<file path="config.mk">
export PLATFORM = sky130hd
export DESIGN_NAME = fire2_3_expand1_ofm_writer
export DESIGN_NICKNAME = d
export VERILOG_FILES = /design/src/rtl/fire2_3_expand1_ofm_writer.sv
export SDC_FILE = /design/constraint.sdc
export NUM_CORES = 2
export LEC_CHECK = 0
export BUFFER_PORTS_ARGS = -buffer_cell sky130_fd_sc_hd__buf_4
export CAP_MARGIN = 20
export CORE_AREA = 2 2 436 438
export DETAILED_ROUTE_END_ITERATION = 10
export DIE_AREA = 0 0 438 440
export GPL_TIMING_DRIVEN = 0
export PLACE_DENSITY_LB_ADDON = 0.3
export SETUP_SLACK_MARGIN = 0.02
export SYNTH_ARGS = -nofsm -noshare
export SYNTH_HDL_FRONTEND = slang
export SYNTH_SLANG_ARGS = --single-unit
</file>
<file path="constraint.sdc">
create_clock -name clk -period 326.3 [get_ports clk]
set_input_delay 65.26 -clock clk [delete_from_list [all_inputs] [get_ports clk]]
set_output_delay 65.26 -clock clk [all_outputs]
set_load 0.05 [all_outputs]
</file>
<file path="src/rtl/fire2_3_expand1_ofm_writer.sv">
// Output feature-map writer for the fire2/fire3 expand-1x1 stage: captures 64-channel
// pixel vectors into a ping-pong buffer and streams them LANES channels per RAM write.
module fire2_3_expand1_ofm_writer #(
  parameter int WIDTH  = 16,
  parameter int CH_NO  = 64,
  parameter int WOUT   = 64,
  parameter int LANES  = 4,
  parameter int BEATS  = CH_NO / LANES,
  parameter int ADDR_W = $clog2(WOUT * WOUT * BEATS)
) (
  input  logic                   clk,
  input  logic                   rst,
  input  logic                   layer_start,
  input  logic                   layer_sel,
  input  logic                   sample_i,
  input  logic [WIDTH-1:0]       ofm_i [0:CH_NO-1],
  output logic                   wr_en_o,
  output logic [ADDR_W-1:0]      wr_addr_o,
  output logic [LANES*WIDTH-1:0] wr_data_o,
  output logic                   ram_feedback_2_o,
  output logic                   ram_feedback_3_o,
  output logic                   busy_o,
  output logic                   overflow_o
);

  localparam int PIXELS = WOUT * WOUT;
  localparam int PIX_W  = $clog2(PIXELS + 1);
  localparam int BEAT_W = (BEATS > 1) ? $clog2(BEATS) : 1;
  localparam int CH_W   = (CH_NO > 1) ? $clog2(CH_NO) : 1;

  typedef enum logic {IDLE = 1'b0, RUN = 1'b1} state_t;

  state_t                 state, state_nxt;
  logic [WIDTH-1:0]       pp_mem [0:1][0:CH_NO-1];
  logic [1:0]             vld, vld_nxt;
  logic                   wptr, rptr, sel;
  logic [BEAT_W-1:0]      beat;
  logic [PIX_W-1:0]       pixel_cnt, held_cnt;
  logic                   active, issue, last_beat, slot_free, accept, drop, done;
  logic [ADDR_W-1:0]      beat_addr;
  logic [LANES*WIDTH-1:0] beat_data;

  // Datapath control: beat issue, capture acceptance and layer completion
  always_comb begin
    active    = (state == RUN) && !layer_start;
    issue     = active && vld[rptr];
    last_beat = issue && (beat == BEAT_W'(BEATS - 1));
    // pixels written plus pixels waiting in the buffer; caps capture at one layer
    held_cnt  = pixel_cnt + PIX_W'(vld[0]) + PIX_W'(vld[1]);
    slot_free = !vld[wptr] || (last_beat && (wptr == rptr));
    accept    = active && sample_i && slot_free && (held_cnt < PIX_W'(PIXELS));
    drop      = active && sample_i && !accept;
    done      = active && (pixel_cnt == PIX_W'(PIXELS));
    vld_nxt          = vld;
    vld_nxt[rptr]    = vld[rptr] & ~last_beat;
    vld_nxt[wptr]    = vld_nxt[wptr] | accept;
    beat_addr = ADDR_W'(pixel_cnt) * ADDR_W'(BEATS) + ADDR_W'(beat);
    beat_data = '0;
    for (int l = 0; l < LANES; l++) begin
      beat_data[l*WIDTH +: WIDTH] = pp_mem[rptr][CH_W'(int'(beat) * LANES + l)];
    end
  end

  // Next-state logic
  always_comb begin
    state_nxt = state;
    case (state)
      IDLE:    state_nxt = layer_start ? RUN : IDLE;
      RUN:     state_nxt = (done && !layer_start) ? IDLE : RUN;
      default: state_nxt = IDLE;
    endcase
  end

  // Ping-pong vector storage
  always_ff @(posedge clk) begin
    if (accept) begin
      for (int k = 0; k < CH_NO; k++) begin
        pp_mem[wptr][k] <= ofm_i[k];
      end
    end
  end

  // State, buffer bookkeeping and counters
  always_ff @(posedge clk) begin
    if (!rst) begin
      state      <= IDLE;
      sel        <= 1'b0;
      vld        <= 2'b00;
      wptr       <= 1'b0;
      rptr       <= 1'b0;
      beat       <= '0;
      pixel_cnt  <= '0;
      overflow_o <= 1'b0;
    end else begin
      state <= state_nxt;
      if (layer_start) begin
        sel        <= layer_sel;
        vld        <= 2'b00;
        wptr       <= 1'b0;
        rptr       <= 1'b0;
        beat       <= '0;
        pixel_cnt  <= '0;
        overflow_o <= 1'b0;
      end else begin
        vld <= vld_nxt;
        if (accept) wptr <= ~wptr;
        if (issue) beat <= last_beat ? '0 : beat + BEAT_W'(1);
        if (last_beat) begin
          rptr      <= ~rptr;
          pixel_cnt <= pixel_cnt + PIX_W'(1);
        end
        if (drop) overflow_o <= 1'b1;
      end
    end
  end

  // Registered RAM write port and status outputs
  always_ff @(posedge clk) begin
    if (!rst) begin
      wr_en_o          <= 1'b0;
      wr_addr_o        <= '0;
      wr_data_o        <= '0;
      ram_feedback_2_o <= 1'b0;
      ram_feedback_3_o <= 1'b0;
      busy_o           <= 1'b0;
    end else begin
      wr_en_o          <= issue;
      if (issue) begin
        wr_addr_o <= beat_addr;
        wr_data_o <= beat_data;
      end
      ram_feedback_2_o <= done && !sel;
      ram_feedback_3_o <= done && sel;
      busy_o           <= (state_nxt == RUN);
    end
  end

endmodule

</file>
==> out/metrics.yaml <==
route:
  drt-pass1-iter-count: 6
  ant_nets: 0
  routed_wl_um: 279100
  avgRoutedWirePerCell_um: 34.31
  drt-vias-per-instance: 5.769
  drt_iter0_markers: 5181
  drc: 0
  num_vias: 46930
pwr:
  seq_power_share_pct: 53.9
  leakage_nw: 34.67
  ir_worst_vdd_uv: 5.322
  p_comb_share_pct: 3.3
  p_switching_mw: 0.1165
  clkPwrFrac_pct: 42.8
  pwr_density_cell_nw_per_um2: 5.530
  p_sw_share_pct: 20.40
  report.power.total_mw: 0.5711
  internal-power_mw: 0.4546
sta:
  finClkSkew_ns: 0.05077
  tightest_slew_ns: 1.473
  rsz0062_at_grt: "false"
  hold-worst-slack_ns: 0.4582
  setup_tns_ns: 0
  finalWorstPathRequiredPeriod_ns: 69.08
  slew_violations: 0
  setup_viol: 0
  hold_viol: 0
  fin_ws_ns: 257.22
  slew_headroom_pct: 1.811
  finalCritPeriodShare_pct: 21.17
  max_freq_ghz: 0.01448
clock_tree:
  cts_root_buf: "clkbuf_16"
  clk_latency_ns: 0.90
  cts_resized: 0
  ctsHoldBuffers: 0
  clock_sinks: 2156
  clkSlewWorstSetupHoldPaths_ns: 0.06
  htreeDepth: 4
  clockBufferDepth: 3
  cts_tree: "done"
  post_cts_buffers: 0
  numCtsBuffers: 215
layout:
  post-route-util_pct: 54.77
  final_cells: 8135
  n_fill_cell: 14720
  seqCellArea_um2: 63660
  final_nets: 6378
  drive_above_1_share_pct: 43.55
  area_growth_pct: 26.04
  fin_area_um2: 103300
  multi_input_area_um2: 17200
worst_hold_path:
  hold_path.class: "flip-flop to flip-flop"
  hp-start: "sel"
setup_path:
  crit_slowest_cell: "nor4_2"
  start_kind: "input port"
  critical-path-max-stage-delay_ns: 0.84
  cp-end-kind: "flip-flop"
  path_max_fanout: 10
  path_class: "input port to flip-flop"
  r2r-start: "beat[2]"
  cp_common_cell: "buf_4"
  worstPathArrival_ns: 69.68
  path_cells: "buf_4 -> nor2b_1 -> clkbuf_1 -> and3_1 -> o22ai_1 -> nor4_2 -> buf_4 -> buf_6 -> buf_4 -> buf_4 -> buf_4 -> buf_4 -> buf_4 -> buf_6 -> buf_4 -> buf_4 -> buf_4"
  crit_required_ns: 326.90
  cp-startpoint: "layer_start"
synth:
  syn_area_um2: 81940
  synth_seq_cells: 2156
  synth_common_cells: "edfxtp_1 (2048), mux4_2 (479), a22oi_1 (139), mux2i_1 (128), nand2_1 (127)"
  synth_most_common_cell: "edfxtp_1"
  synthTopCellsByArea: "edfxtp_1 (75%), mux4_2 (13%), dfxtp_1 (2.6%)"
  yosys.area.top_type: "edfxtp_1"
  synth_edf_count: 2048
  syn_nets: 4735
  async_flop_share_pct: 0
  synth_top_cell_area_share_pct: 75.05
  synth_cell_type_count: 50
  yosys_warnings: 0
  syn_area_per_cell_um2: 22.13
  seq_area_frac_synth_pct: 77.69
  syn_inst: 3702
  ys.flop_type: "edfxtp_1"
floorplanning:
  rows: 160
  dieArea_um2: 192700
  die_x_um: 438
  die_h_um: 440
  start_util_pct: 43.45
  io_pins: 1114
  fp.coreArea_um2: 188600
placement:
  placedCellCount: 7638
  place_area_um2: 96060
  gp_congestion: 0.8615
  dp_hpwl_um: 217600
  io_buffers: 1113
  post-place-ws_ns: 256.40
global_route:
  grt_antenna_before_repair: 126
  grt_pass1_vias: 47240
  grt_start_max_net_pins: 17
  grt_pass1_wl_um: 373000
  grt_overflow_total: 0
  grt_use_total_pct: 28.45
status:
  outcome: "completed"
flow_run:
  cap_violations: 0
-- cells by family after synthesis --
logic type | after synthesis | share of synthesized area, %
compound gates | 395 | 3.839
buf+inv | 234 | 1.341
simple gates | 221 | 1.219
fa+ha+maj | 4 | 0.06108
flops | 2156 | 77.69
xor+xnor | 15 | 0.1603
mux | 677 | 15.69
-- power by group through the flow --
stage | combinational [mW] | clock, mW | sequential, mW
after detailed placement | 0.0188 | 0 | 0.313
final | 0.0190 | 0.245 | 0.308
after CTS | 0.0188 | 0.248 | 0.308
after floorplan | 0.00401 | 0 | 0.326
after global placement | 0.0169 | 0 | 0.334
after global routing | 0.0201 | 0.258 | 0.308
-- worst max-delay path, delay by kind of cell --
kind	cells	cell delay, ns
AND/OR/NAND/NOR	3	1.38
buffers and inverters	13	2.83
AO/OA/AOI/OAI	1	0.16
-- path summary, 6_finish.rpt --
path              slack (ns)  depth (start not counted)          endpoint
setup / recovery      257.22                         17    pp_mem[0][678]
setup reg to reg      321.10                         16    pp_mem[0][678]
hold reg to reg         0.46                          2  ram_feedback_3_o
hold / removal          0.46                          2  ram_feedback_3_o
-- cell usage in the layout (no fill, tap or decap), types with 8 or more instances in the layout --
cell type / count
a21boi_0: 40
a21o_1: 40
a21oi_1: 10
a222oi_1: 29
a22oi_1: 139
a32oi_1: 10
a41oi_1: 53
buf_1: 16
buf_2: 71
buf_4: 1402
buf_6: 39
bufinv_16: 15
clkbuf_1: 161
clkbuf_16: 217
clkbuf_8: 10
clkinv_1: 51
clkinv_2: 32
dfxtp_1: 108
diode_2: 92
edfxtp_1: 2048
inv_1: 8
mux2_2: 70
mux2i_1: 128
mux4_2: 479
nand2_1: 127
nand2b_1: 13
nand4_1: 8
nor2_1: 29
nor3_1: 8
o211ai_1: 8
o21ai_0: 25
o221a_2: 24
xnor2_1: 10
-- routing by layer --
layer  track usage [%]  vias up  wire [um]
li1                  -    19170          -
met1             35.09    24670     101400
met2             46.21     2512     138900
met3             7.624      539      24730
met4             14.81       40      13830
met5                 0        -        276
-- final cells by class --
class / instances / share of cell area (%)
Multi-Input combinational cell: 1312 / 16.65
Tap cell: 2511 / 3.042
Timing Repair Buffer: 1426 / 10.62
Buffer: 226 / 1.036
Inverter: 8 / 0.02907
Antenna cell: 92 / 0.2229
Clock buffer: 277 / 5.573
Clock inverter: 127 / 1.187
Sequential cell: 2156 / 61.64
-- sequential cells by signal, summed over array words and instances, names as in the netlist, 2 cells and up, named ones only --
register	cells
beat	4
pixel_cnt	13
pp_mem	2048
vld	2
wr_addr_o	16
wr_data_o	64
(Power assumes the default switching activity.)
